**src/rtl/four_ask_pkg.sv**
```systemverilog
// Shared 4-ASK constants and types: the modulator's DC table and the demodulator's
// thresholds are both derived from here so the two ends cannot drift apart.
package four_ask_pkg;

  typedef logic [1:0] sym_t;

  typedef enum logic [1:0] {
    WAIT_RISE,
    MEASURE,
    CLASSIFY
  } state_t;

  localparam int DEF_PERIOD         = 500;
  localparam int DEF_TH1            = 34;
  localparam int DEF_TH2            = 64;
  localparam int DEF_TH3            = 98;
  localparam int DEF_MAX_W          = 200;
  localparam int DEF_PULSES_PER_SYM = 4;
  localparam int DEF_CW             = 10;

  // Carrier high time per symbol, indexed by symbol value.
  localparam int HIGH_TIME [4] = '{22, 47, 82, 115};

  function automatic sym_t classify(input int w, input int th1, input int th2, input int th3);
    if (w < th1) return 2'b00;
    if (w < th2) return 2'b01;
    if (w < th3) return 2'b10;
    return 2'b11;
  endfunction

endpackage

```
**src/rtl/four_ask_demod_if.sv**
```systemverilog
// Receive-side bundle: the PWM line in, recovered symbols/bits and carrier lock out.
interface four_ask_demod_if;
  import four_ask_pkg::*;

  logic modulated;
  sym_t sym;
  logic sym_valid;
  logic sym_err;
  logic bit_out;
  logic bit_valid;
  logic lock;

  modport master (output modulated,
                  input  sym, sym_valid, sym_err, bit_out, bit_valid, lock);
  modport slave  (input  modulated,
                  output sym, sym_valid, sym_err, bit_out, bit_valid, lock);
endinterface

```
**src/rtl/ask_pulse_meter.sv**
```systemverilog
// Measures each carrier pulse's high time and flags loss of carrier.
// width_valid is high for the single CLASSIFY cycle that follows a falling edge.
module ask_pulse_meter
  import four_ask_pkg::*;
#(
  parameter int PERIOD = DEF_PERIOD,
  parameter int MAX_W  = DEF_MAX_W,
  parameter int CW     = DEF_CW
) (
  input  logic          clk,
  input  logic          rst,
  input  logic          modulated,
  output logic [CW-1:0] width,
  output logic          width_valid,
  output logic          timeout
);

  localparam logic [CW-1:0] TO_LAST = CW'(2 * PERIOD - 1);
  localparam logic [CW-1:0] W_SAT   = CW'(MAX_W + 1);

  state_t        state, state_nx;
  logic          mod_q;
  logic          armed;
  logic [CW-1:0] to_cnt;
  logic          rise, fall;

  // armed blocks a line that was already high when reset released from counting as a rise.
  assign rise = modulated & ~mod_q & armed;
  assign fall = ~modulated & mod_q;

  // NOTE: every output of a combinational block gets a default first so no path leaves it unassigned (no latch).
  always_comb begin
    state_nx    = state;
    width_valid = 1'b0;
    timeout     = 1'b0;
    unique case (state)
      WAIT_RISE: begin
        if (rise) state_nx = MEASURE;
        else if (to_cnt == TO_LAST) timeout = 1'b1;
      end
      MEASURE:  if (fall) state_nx = CLASSIFY;
      CLASSIFY: begin
        width_valid = 1'b1;
        state_nx    = rise ? MEASURE : WAIT_RISE;
      end
      default:  state_nx = WAIT_RISE;
    endcase
  end

  // NOTE: sequential state uses non-blocking assignments so every register samples pre-edge values.
  always_ff @(posedge clk or posedge rst) begin
    if (rst) begin
      state  <= WAIT_RISE;
      mod_q  <= 1'b0;
      armed  <= 1'b0;
      width  <= '0;
      to_cnt <= '0;
    end else begin
      state <= state_nx;
      mod_q <= modulated;
      armed <= armed | ~modulated;
      if (rise) begin
        width  <= CW'(1);
        to_cnt <= '0;
      end else begin
        if (state == MEASURE && modulated && width != W_SAT) width <= width + CW'(1);
        if (state == WAIT_RISE && to_cnt != TO_LAST) to_cnt <= to_cnt + CW'(1);
      end
    end
  end

endmodule

```
**src/rtl/four_ask_demod.sv**
```systemverilog
// 4-ASK receiver: classifies pulse widths, votes over a window of pulses per symbol,
// and re-serializes each symbol MSB first for loopback comparison.
module four_ask_demod
  import four_ask_pkg::*;
#(
  parameter int PERIOD         = DEF_PERIOD,
  parameter int TH1            = DEF_TH1,
  parameter int TH2            = DEF_TH2,
  parameter int TH3            = DEF_TH3,
  parameter int MAX_W          = DEF_MAX_W,
  parameter int PULSES_PER_SYM = DEF_PULSES_PER_SYM,
  parameter int CW             = DEF_CW
) (
  input  logic             clk,
  input  logic             rst,
  four_ask_demod_if.slave  bus
);

  localparam int PW = $clog2(PULSES_PER_SYM + 1);

  logic [CW-1:0] width;
  logic          width_valid, timeout;

  ask_pulse_meter #(.PERIOD(PERIOD), .MAX_W(MAX_W), .CW(CW)) u_meter (
    .clk        (clk),
    .rst        (rst),
    .modulated  (bus.modulated),
    .width      (width),
    .width_valid(width_valid),
    .timeout    (timeout)
  );

  sym_t          cls, ref_class, ref_nx, pend_sym, sym;
  logic [PW-1:0] pcnt;
  logic          have_ref, err, err_nx, pulse_ok, last;
  logic          pend_err, close;
  logic          lock, sym_valid, sym_err, bit_out, bit_valid, lsb_pend;

  // ref/err as they stand once the current pulse is folded in.
  always_comb begin
    cls      = classify(int'(width), TH1, TH2, TH3);
    pulse_ok = int'(width) <= MAX_W;
    ref_nx   = (pulse_ok && !have_ref) ? cls : ref_class;
    err_nx   = err | ~pulse_ok | (pulse_ok & have_ref & (cls != ref_class));
    last     = (pcnt == PW'(PULSES_PER_SYM - 1));
  end

  always_ff @(posedge clk or posedge rst) begin
    if (rst) begin
      lock      <= 1'b0;
      pcnt      <= '0;
      err       <= 1'b0;
      have_ref  <= 1'b0;
      ref_class <= '0;
      pend_sym  <= '0;
      pend_err  <= 1'b0;
      close     <= 1'b0;
    end else begin
      close <= 1'b0;
      if (timeout) begin
        lock      <= 1'b0;
        pcnt      <= '0;
        err       <= 1'b0;
        have_ref  <= 1'b0;
        ref_class <= '0;
      end else if (width_valid) begin
        if (pulse_ok) lock <= 1'b1;
        if (last) begin
          pend_sym  <= ref_nx;
          pend_err  <= err_nx;
          close     <= 1'b1;
          pcnt      <= '0;
          err       <= 1'b0;
          have_ref  <= 1'b0;
          ref_class <= '0;
        end else begin
          pcnt      <= pcnt + PW'(1);
          err       <= err_nx;
          ref_class <= ref_nx;
          have_ref  <= have_ref | pulse_ok;
        end
      end
    end
  end

  // Symbol strobe one cycle after the window closes; bits follow on the next two cycles.
  always_ff @(posedge clk or posedge rst) begin
    if (rst) begin
      sym       <= '0;
      sym_valid <= 1'b0;
      sym_err   <= 1'b0;
      bit_out   <= 1'b0;
      bit_valid <= 1'b0;
      lsb_pend  <= 1'b0;
    end else begin
      sym_valid <= close;
      sym_err   <= close & pend_err;
      if (close) sym <= pend_sym;
      if (sym_valid) begin
        bit_out   <= sym[1];
        bit_valid <= 1'b1;
        lsb_pend  <= 1'b1;
      end else if (lsb_pend) begin
        bit_out   <= sym[0];
        bit_valid <= 1'b1;
        lsb_pend  <= 1'b0;
      end else begin
        bit_valid <= 1'b0;
      end
    end
  end

  assign bus.sym       = sym;
  assign bus.sym_valid = sym_valid;
  assign bus.sym_err   = sym_err;
  assign bus.bit_out   = bit_out;
  assign bus.bit_valid = bit_valid;
  assign bus.lock      = lock;

endmodule

```
**src/flat_wrapper.sv**
```systemverilog
// flat-port wrapper written by rule: the top's interface ports become plain ports
module four_ask_demod_flat import four_ask_pkg::*;
#(
  parameter int PERIOD         = DEF_PERIOD,
  parameter int TH1            = DEF_TH1,
  parameter int TH2            = DEF_TH2,
  parameter int TH3            = DEF_TH3,
  parameter int MAX_W          = DEF_MAX_W,
  parameter int PULSES_PER_SYM = DEF_PULSES_PER_SYM,
  parameter int CW             = DEF_CW
)
  (clk, rst, bus_modulated, bus_sym, bus_sym_valid, bus_sym_err, bus_bit_out, bus_bit_valid, bus_lock);
  four_ask_demod_if bus_i ();
  input  logic clk;
  input  logic rst;
  input wire logic [$bits(bus_i.modulated)-1:0] bus_modulated;
  output wire logic [$bits(bus_i.sym)-1:0] bus_sym;
  output wire logic [$bits(bus_i.sym_valid)-1:0] bus_sym_valid;
  output wire logic [$bits(bus_i.sym_err)-1:0] bus_sym_err;
  output wire logic [$bits(bus_i.bit_out)-1:0] bus_bit_out;
  output wire logic [$bits(bus_i.bit_valid)-1:0] bus_bit_valid;
  output wire logic [$bits(bus_i.lock)-1:0] bus_lock;
  assign bus_i.modulated = bus_modulated;
  assign bus_sym = bus_i.sym;
  assign bus_sym_valid = bus_i.sym_valid;
  assign bus_sym_err = bus_i.sym_err;
  assign bus_bit_out = bus_i.bit_out;
  assign bus_bit_valid = bus_i.bit_valid;
  assign bus_lock = bus_i.lock;
  four_ask_demod #(.PERIOD(PERIOD), .TH1(TH1), .TH2(TH2), .TH3(TH3), .MAX_W(MAX_W), .PULSES_PER_SYM(PULSES_PER_SYM), .CW(CW)) u_core (.clk(clk), .rst(rst), .bus(bus_i));
endmodule
```
**config.mk**
```make
export PLATFORM = sky130hd
export DESIGN_NAME = four_ask_demod_flat
export DESIGN_NICKNAME = d
export VERILOG_FILES = /design/src/rtl/four_ask_pkg.sv /design/src/rtl/four_ask_demod_if.sv /design/src/rtl/ask_pulse_meter.sv /design/src/rtl/four_ask_demod.sv /design/src/flat_wrapper.sv
export SDC_FILE = /design/constraint.sdc
export NUM_CORES = 1
export LEC_CHECK = 0
export ABC_CLOCK_PERIOD_IN_PS = 1650
export BUFFER_PORTS_ARGS = -buffer_cell sky130_fd_sc_hd__buf_2
export CAP_MARGIN = 20
export CELL_PAD_IN_SITES_DETAIL_PLACEMENT = 0
export CELL_PAD_IN_SITES_GLOBAL_PLACEMENT = 1
export CORE_UTILIZATION = 43
export CTS_CLUSTER_SIZE = 12
export DETAILED_ROUTE_END_ITERATION = 10
export GPL_TIMING_DRIVEN = 0
export PLACE_DENSITY_LB_ADDON = 0.1
export SLEW_MARGIN = 10
export SYNTH_ARGS = -nofsm -noshare
export SYNTH_HDL_FRONTEND = slang
export SYNTH_SLANG_ARGS = --single-unit
```
**constraint.sdc**
```tcl
create_clock -name clk -period 1.65 [get_ports clk]
set_input_delay 0.0825 -clock clk [delete_from_list [all_inputs] [get_ports clk]]
set_output_delay 0.0825 -clock clk [all_outputs]
set_load 0.03 [all_outputs]
```
==> impl_metrics.tcl <==
set metrics [dict create \
    final_util_pct 55.0 \
    pre_cts_slack_ns -0.224 \
    cpLargestDelayFamily "simple AND/OR/NAND/NOR gates" \
    grt_pass1_vias 1597 \
    routabilityCongestion 0.736 \
    use_met3_pct 4.22 \
    post_dp_cell_area_um2 2210 \
    synth_top_area_share_pct 52.0 \
    cts_buffers 5 \
    synth_edf_count 0 \
    p_switching_uw 821 \
    seq_power_share_pct 49.4 \
    yosys_warnings 0 \
    cp_max_fo 3 \
    synthTopCellsByArea "dfrtp_1 52%, nor2_1 5.4%, xnor2_1 4.7%" \
    dr.pass1.iters 6 \
    cp_cell_sequence "or4_4, buf_4, o31ai_4, buf_6, nor2_1, xnor2_1, nor2_1" \
    routedWlPerCell_um 14.7 \
    drive_above_1_share_pct 24.8 \
    rsz0062_at_grt "true" \
    fmax_ghz 0.552 \
    vdd.ir_drop.worst_mv 0.795 \
    fin_crit_ns 1.81 \
    async_flop_share_pct 100 \
    path_common_cell "nor2_1" \
    grt_usage_pct 18.9 \
    synth_top_cell_by_area "dfrtp_1" \
    clockPowerShare_pct 28.7 \
    synthesis.nets 203 \
    worstPathRequired_ns 1.84 \
    leakage_nw 1.17 \
    combPwrFrac_pct 21.9 \
    ant_nets 0 \
    drt_iter0_markers 65 \
    antenna_cells 0 \
    overflow 0 \
    area_growth_syn_to_layout_pct 19.7 \
    drt-total-wl_um 4020 \
    yosys-top-cells-count "43 x dfrtp_1, 30 x nor2_1, 19 x nand2_1, 11 x xnor2_1" \
    ys_seq_area_share_pct 52.0 \
    ys_ff_latch 43 \
    setup_ws_ns -0.161 \
    n_fill_cell 401 \
    ioPinCount 10 \
    dpl.hpwl_um 2760 \
    slew_violations 0 \
    crit_type "flip-flop to flip-flop" \
    synth.most_common_cell "dfrtp_1" \
    hold_violations 0 \
    cp_num_buf_inv 2 \
    start_kind "flip-flop" \
    p_total_mw 2.65 \
    syn_area_um2 2070 \
    fin_skew_ns 0.00637 \
    drc 0 \
    grt_use_met2_pct 31.6 \
    start_util_pct 46.0 \
    dp.cells 257 \
    worst_pin_slew_ns 0.489 \
    grt_max_degree 24 \
    synth_ff_type "dfrtp_1" \
    cts.htree.levels 2 \
    crit_path_top_delay_cell "or4_4" \
    cts.sinks 43 \
    core_area_um2 4500 \
    die-area_um2 5100 \
    die_h_um 71.4 \
    slowest_delay_ns 0.52 \
    nNetsFinal 229 \
    critPathArrivalTime_ns 2.00 \
    clkTransAtPathRegs_ns 0.09 \
    clock_path_buffers 2 \
    routed_via_density 5.42 \
    synthDistinctLibCells 42 \
    end_kind "flip-flop" \
    grt_pass1_wl_um 7280 \
    syn_avg_cell_area_um2 10.6 \
    design_area_um2 2480 \
    status "finished, violations left" \
    clk_latency_ns 0.30 \
    p_per_area_nw_per_um2 1070 \
    violations "negative setup slack" \
    max-slew-margin-rel_pct 67.3 \
    setup_viol_count_final 10 \
    row_count 24 \
    min_path_type "primary input to asynchronous set/reset pin" \
    die_x_um 71.4 \
    met1_usage_pct 22.9 \
    port_buffers 9 \
    drv_cap 0 \
    swShare_pct 31.0 \
    synth_cells 195 \
    internal-power_mw 1.83 \
    root_buffer "clkbuf_8" \
    antenna_found_initial 0 \
    timing.final.crit_share_pct 110 \
    cts_tree "yes" \
    num_vias 1484 \
    busiest_layer "met2" \
    instances_no_fill 274 \
]
## metrics by stage
| step | TNS [ns] | hold WS, ns |
|---|---|---|
| 2_1_floorplan | -0.368 | 0.114 |
| 5_1_grt | -1.72 | 0.382 |
| 4_1_cts | -1.36 | 0.355 |
| 6_report | -1.11 | 0.344 |
| 3_3_place_gp | -1.35 | 0.262 |
| 3_5_place_dp | -1.70 | 0.137 |
## what timing repair did
item,4_1_cts,5_1_grt
hold endpoints to repair,21,0
setup endpoints to repair,19,20
hold buffers,2,0
gates resized for setup,7,17
pin swaps,1,7
setup buffers,7,0
## worst paths after layout
kind                                         start                      end  slack (ns)  depth (start not counted)
setup / recovery           u_core.u_meter.width[4]  u_core.u_meter.width[2]       -0.16                          7
hold / removal                                 rst     u_core.u_meter.mod_q        0.34                          3
setup reg to reg           u_core.u_meter.width[4]  u_core.u_meter.width[2]       -0.16                          7
hold reg to reg               u_core.bus.sym_valid          u_core.lsb_pend        0.45                          0
max in group asynchronous                      rst          u_core.have_ref        0.83                          4
min in group clk              u_core.bus.sym_valid          u_core.lsb_pend        0.45                          0
## per-layer routing
layer  vias up  wire [µm]
met1       730       1860
met5         -          0
met3        14         86
met2        19       1960
met4         0        118
li1        721          -
## sequential cells by signal, summed over array words and instances, names as in the netlist, 2 cells and up
name	flops
u_core.u_meter.to_cnt	10
u_core.u_meter.state	2
u_core.ref_class	2
u_core.bus.sym	2
u_core.pcnt	3
u_core.u_meter.width	10
u_core.pend_sym	2
## cell type report
class                      instances  area (µm²)  area share, %
buffer                             3        27.5           1.11
clock buffer                       7        96.3           3.89
clock inverter                     1        7.51          0.303
inverter                           9        33.8           1.36
multi-input combinational        140        1020           41.2
sequential                        43        1080           43.5
tap                               52        65.1           2.62
timing repair buffer              19         149           6.01
## power groups by stage
stage / logic [mW] / registers [mW] / clock network (mW)
final: 0.579 / 1.31 / 0.761
after global routing: 0.657 / 1.33 / 0.819
after CTS: 0.542 / 1.29 / 0.769
after detailed placement: 0.511 / 1.31 / 0
after global placement: 0.465 / 1.30 / 0
after floorplan: 0.398 / 1.28 / 0
## placed cells by master (no fill, tap or decap), drive strengths merged, types with 5 or more instances in the layout
cell,n
dfrtp,43
xnor2,11
buf,19
o21ai,6
nand2,19
and4,5
and3,5
nand4,6
ha,5
nor2,30
xor2,9
inv,9
clkbuf,8
## worst register-to-register path, stage by stage, from the launching register on
cell and delay (ns):
dfrtp_2 0.42, or4_4 0.52, buf_4 0.16, o31ai_4 0.20, buf_6 0.15, nor2_1 0.05, xnor2_1 0.14, nor2_1 0.06
## cells by family (layout without fill, tap and decap cells)
family,after synthesis,count (layout),synth area share (%)
buffers and inverters,12,39,2.72
and+or+nand+nor,85,85,20.7
xor gates and xnor gates,20,20,8.46
AOI/OAI and AO/OA,25,25,10.6
DFF,43,43,52.0
adders and majority gates,5,5,3.02
muxes,5,5,2.54
Power figures use the tool's default switching activity.
